**config.mk**
```make
export PLATFORM = sky130hd
export DESIGN_NAME = regfile_mp
export DESIGN_NICKNAME = d
export VERILOG_FILES = /design/src/rtl/regfile_pkg.sv /design/src/rtl/regfile_scoreboard.sv /design/src/rtl/regfile_mp.sv
export SDC_FILE = /design/constraint.sdc
export NUM_CORES = 1
export LEC_CHECK = 0
export BUFFER_PORTS_ARGS = -buffer_cell sky130_fd_sc_hd__buf_2
export CAP_MARGIN = 25
export CORE_AREA = 2 2 485 294
export CTS_BUF_LIST = sky130_fd_sc_hd__clkbuf_16
export CTS_CLUSTER_DIAMETER = 40
export DETAILED_ROUTE_END_ITERATION = 10
export DIE_AREA = 0 0 487 296
export GPL_TIMING_DRIVEN = 0
export PLACE_DENSITY = 0.62
export SETUP_SLACK_MARGIN = 0.15
export SYNTH_ARGS = -nofsm -noshare
export SYNTH_HDL_FRONTEND = slang
export SYNTH_SLANG_ARGS = --single-unit
```
**constraint.sdc**
```tcl
create_clock -name clk -period 5.85 [get_ports clk]
set_clock_uncertainty 0.2 [all_clocks]
set_input_delay 1.17 -clock clk [delete_from_list [all_inputs] [get_ports clk]]
set_output_delay 1.17 -clock clk [all_outputs]
set_load 0.03 [all_outputs]
```
**src/rtl/regfile_pkg.sv**
```systemverilog
// rtl/regfile_pkg.sv - shared types, defaults and helpers for the multi-port register file
package regfile_pkg;

    typedef enum logic {
        INIT = 1'b0,
        RUN  = 1'b1
    } rf_state_e;

    localparam int DEF_XLEN  = 32;
    localparam int DEF_NREGS = 32;
    localparam int DEF_NRD   = 2;

    function automatic int addr_width(input int nregs);
        return (nregs <= 2) ? 1 : $clog2(nregs);
    endfunction

endpackage

```
**src/rtl/regfile_scoreboard.sv**
```systemverilog
// rtl/regfile_scoreboard.sv - per-register pending bits with set-wins priority
module regfile_scoreboard #(
    parameter int NREGS = 32,
    parameter int AW    = 5
) (
    input  logic             clk,
    input  logic             rst,
    input  logic             set_en,
    input  logic [AW-1:0]    set_addr,
    input  logic             clr_en,
    input  logic [AW-1:0]    clr_addr,
    output logic [NREGS-1:0] busy
);

    // Bit 0 stays constant zero; a set on the same register as a clear wins.
    always_ff @(posedge clk or posedge rst) begin
        if (rst) begin
            busy <= '0;
        end else begin
            busy[0] <= 1'b0;
            for (int i = 1; i < NREGS; i++) begin
                if (set_en && (set_addr == AW'(i))) begin
                    busy[i] <= 1'b1;
                end else if (clr_en && (clr_addr == AW'(i))) begin
                    busy[i] <= 1'b0;
                end
            end
        end
    end

endmodule

```
**src/rtl/regfile_mp.sv**
```systemverilog
// rtl/regfile_mp.sv - multi-read-port register file with zero register, post-reset clear and busy scoreboard (optional REGFILE_BYPASS_EN forwarding)
module regfile_mp
    import regfile_pkg::*;
#(
    parameter int  XLEN  = DEF_XLEN,
    parameter int  NREGS = DEF_NREGS,
    parameter int  NRD   = DEF_NRD,
    localparam int AW    = addr_width(NREGS)
) (
    input  logic              clk,
    input  logic              rst,
    input  logic [NRD*AW-1:0] rd_addr,
    output logic [NRD*XLEN-1:0] rd_data,
    output logic [NRD-1:0]    rd_busy,
    input  logic              we,
    input  logic [AW-1:0]     wa,
    input  logic [XLEN-1:0]   wd,
    input  logic              iss_valid,
    input  logic [AW-1:0]     iss_rd,
    output logic              ready
);

    rf_state_e         state;
    logic [AW-1:0]     clr_cnt;
    logic              run;
    logic [XLEN-1:0]   mem [NREGS];
    logic              mem_we;
    logic [AW-1:0]     mem_wa;
    logic [XLEN-1:0]   mem_wd;
    logic [NREGS-1:0]  busy;
    logic              wb_hit;

    assign run    = (state == RUN);
    assign wb_hit = we && (wa != '0);

    // Clear sequence walks registers 1..NREGS-1; register 0 is never stored.
    always_ff @(posedge clk or posedge rst) begin
        if (rst) begin
            state   <= INIT;
            clr_cnt <= AW'(1);
            ready   <= 1'b0;
        end else begin
            case (state)
                INIT: begin
                    clr_cnt <= clr_cnt + AW'(1);
                    if (clr_cnt == AW'(NREGS - 1)) begin
                        state <= RUN;
                        ready <= 1'b1;
                    end
                end
                RUN: begin
                    ready <= 1'b1;
                end
                default: begin
                    state <= INIT;
                    ready <= 1'b0;
                end
            endcase
        end
    end

    always_comb begin
        mem_we = 1'b0;
        mem_wa = wa;
        mem_wd = wd;
        if (!run) begin
            mem_we = 1'b1;
            mem_wa = clr_cnt;
            mem_wd = '0;
        end else if (wb_hit) begin
            mem_we = 1'b1;
        end
    end

    // No reset on the array so it can map onto distributed RAM.
    always_ff @(posedge clk) begin
        if (mem_we) begin
            mem[mem_wa] <= mem_wd;
        end
    end

    regfile_scoreboard #(
        .NREGS (NREGS),
        .AW    (AW)
    ) u_scoreboard (
        .clk      (clk),
        .rst      (rst),
        .set_en   (run && iss_valid && (iss_rd != '0)),
        .set_addr (iss_rd),
        .clr_en   (run && wb_hit),
        .clr_addr (wa),
        .busy     (busy)
    );

    for (genvar k = 0; k < NRD; k++) begin : g_rd
        logic [AW-1:0]   addr;
        logic [XLEN-1:0] stored;

        assign addr   = rd_addr[k*AW +: AW];
        assign stored = (addr == '0) ? '0 : mem[addr];

`ifdef REGFILE_BYPASS_EN
        logic fwd;

        // A same-cycle reissue of the written register keeps the operand pending.
        assign fwd = wb_hit && (wa == addr);
        assign rd_data[k*XLEN +: XLEN] = !run ? '0 : (fwd ? wd : stored);
        assign rd_busy[k] = run && busy[addr] &&
                            !(fwd && !(iss_valid && (iss_rd == wa)));
`else
        assign rd_data[k*XLEN +: XLEN] = run ? stored : '0;
        assign rd_busy[k] = run && busy[addr];
`endif
    end

endmodule

```
==> metrics <==
dpl cells 4368; clock tree buffer depth 3; power density cells 306 nW/um^2; final period demand of the worst path 5630 ps; Final Worst Setup Slack 218 ps; kind of end point of the critical path primary output; Worst path max stage delay 780 ps; dominant cell by count in the synthesized netlist edfxtp_1; top-area cell type share of the netlist area 63.2%; area enclosed by the die boundary 144000 um^2; Crit. path cell count 7; Yosys cell types 45; TritonCTS clock tree done; clock root buffer clkbuf_16; cell family contributing the most delay on the critical path buffers and inverters; run status complete, no violations; nature of the critical path startpoint input port; via count 29300; count of clock tree sinks 1062; setup repair bufs after CTS 0; buffers and inverters on the worst path 4; routability congestion estimate 0.833; global-route wire length before repair 223000 um; max capacitance violation total 0; share of async-settable or async-resettable flops after synthesis 3.58%; largest fanout on the critical path 10; net count after synthesis 2407; initial antenna violation count 0; Floorplan Core Area 140000 um^2; per-cell routed wire length 35.4 um; Synth Warn # 0; TritonCTS Buffers 110; Clock Pin Slew Worst Setup and Hold Paths 60 ps; share of cells above drive strength 1 36.1%; post-synthesis instance area 48600 um^2; number of register bits inferred by synthesis 1062; Worst Setup Path Type input port to primary output; average footprint of a synthesized cell 20.7 um^2; Die Height 296 um; effective utilization at floorplan 34.6%; row count 107; clock latency at the later pin of the worst-skew pair 720 ps; reported leakage power 18.0 nW; number of nets with antenna violations after routing 0; most numerous cell types in the synthesized netlist edfxtp_1 (1024), mux4_2 (462), a22oi_1 (256), buf_2 (67), nand4_1 (65); Layout Nets 2705; EDFF count, synth 1024; Data required, critical path 4480 ps; H-tree lvl count 3; synth top area cells edfxtp_1 (63%), mux4_2 (21%), a22oi_1 (4.0%), mux4_1 (3.4%), dfrtp_1 (1.9%); number of diodes 0; I/O pin count 123; final setup violation count 0; Hold Crit Depth 1; router iterations before antenna repair 5; overall die width 487 um; cells after synthesis 2349; DR vias/cell 6.37; worst hold slack 284 ps; count of final hold-check violations 0; drt first-iter violations 5163; transition time at the pin with the least slew margin 1150 ps; worst reg-to-reg setup slack 2400 ps; top achievable clock speed 178 MHz; post-detailed-placement half-perimeter wirelength 113000 um; final cell utilization of the core 40.6%; largest area contributor in the netlist edfxtp_1; Filler Cell Count 12200; Data arrival, critical path 4260 ps; Place WS 414 ps; maximum vdd ir drop 0.000235 V; largest net degree at the start of global routing 39; final critical-path share of the clock period 96.3%; number of hold buffers added after CTS 0; # DRC 0; Seq/Total Area, Yosys 65.2%; crit-path cells buf_4 > buf_2 > clkbuf_1 > mux4_1 > a22oi_1 > nand4_1 > buf_2; Final Max Slew Viols 0; max_slew headroom 23.5%; count of instances resized after the clock tree is built 0; Slowest cell on crit path clkbuf_1; RSZ-0062 raised after global routing no; via count of the first global-routing pass 28400; signed area change from the synthesized netlist to the final layout 17.1%; Tightest Hold Check Type flip-flop to flip-flop; main flop type after synthesis edfxtp_1; Most common cell on crit path buf_2; Worst Reg-to-Reg Cells 8; non-filler instance count after layout 4593; PortBufs 115; combined global-route utilization of all metal layers 22.2%; sum of routed wire length over all layers 162000 um; sum of overflow across all layers after global routing 0
worst paths after layout:
| check | from | endpoint |
|---|---|---|
| hold reg to reg | ready$_DFFE_PP0P_ | ready$_DFFE_PP0P_ |
| setup / recovery | rd_addr[1] | rd_data[1] |
| hold / removal | ready$_DFFE_PP0P_ | ready$_DFFE_PP0P_ |
| max in group asynchronous | rst | u_scoreboard.busy[28]$_DFFE_PP0P_ |
| setup reg to reg | run$_DFF_PP0_ | mem[29][14]$_DFFE_PP_ |
| min in group asynchronous | rst | u_scoreboard.busy[30]$_DFFE_PP0P_ |
metal layers:
metal | routed length [um] | track usage [%] | vias up
met5 | 0 | 0 | -
met4 | 4490 | 6.29 | 0
met3 | 23800 | 7.41 | 282
met2 | 67000 | 30.6 | 2283
met1 | 67100 | 33.4 | 15600
li1 | - | - | 11100
layout make-up:
cell class | instances | area (um^2) | share of cell area (%)
flip-flops and latches | 1062 | 31700 | 55.7
multi-input cells | 1104 | 16100 | 28.2
clock buffers | 117 | 2930 | 5.14
well taps | 1853 | 2320 | 4.07
repair buffers | 186 | 1990 | 3.50
plain buffers | 179 | 1090 | 1.92
clock inverters | 88 | 850 | 1.49
inverters | 4 | 15.0 | 0.0264
logic make-up (layout without fill, tap and decap cells):
kind of cell	Yosys count	count (layout)	share of synthesized area, %
muxes	538	538	25.0
and+or+nand+nor	229	229	2.55
xor gates and xnor gates	3	3	0.0540
AOI/OAI and AO/OA	332	332	4.82
buffers and inverters	183	574	2.28
adders and majority gates	2	2	0.0515
DFF	1062	1062	65.2
layout by cell type (no fill, tap or decap), types with 18 or more instances in the layout:
cell type,synthesis,routed
o21ai_0,62,62
mux4_1,62,62
buf_12,9,41
nor2_4,0,32
nor2_1,57,25
and2_1,32,32
nand4_1,65,65
clkinv_2,0,22
mux4_2,462,462
buf_4,22,24
buf_2,67,182
edfxtp_1,1024,1024
buf_8,1,18
dfrtp_1,37,37
nand2_1,26,26
clkbuf_1,56,56
a22oi_1,256,256
clkbuf_16,0,120
flip-flops by register name, indices dropped and copies added, names as in the netlist:
register / flops
ready: 1
u_scoreboard.busy: 31
clr_cnt: 5
mem: 1024
run: 1
worst register-to-register path, cell delays in order (launching register included):
cell	delay [ps]
dfrtp_1	310
buf_2	240
buf_1	520
buf_8	240
nand3_1	90
o21ai_0	130
nand2_1	290
nor2_4	770
buf_12	300
power by group:
part,leakage [nW],internal (W),total [W],switching [W]
clock network,1.92,0.00418,0.00741,0.00323
registers,9.71,0.00838,0.00841,0.0000283
logic,6.35,0.000573,0.00159,0.00102
total,18.0,0.0131,0.0174,0.00427
stage by stage:
stage                     TNS [ps]  area (um^2)  power, W
final                            0        57000    0.0174
after global routing             0        57000    0.0178
after detailed placement         0        52800    0.0101
after CTS                        0        56600    0.0174
after global placement     -444800        51500    0.0101
after floorplan                  0        48600   0.00949
No activity file was read; power rests on OpenSTA's default activity.
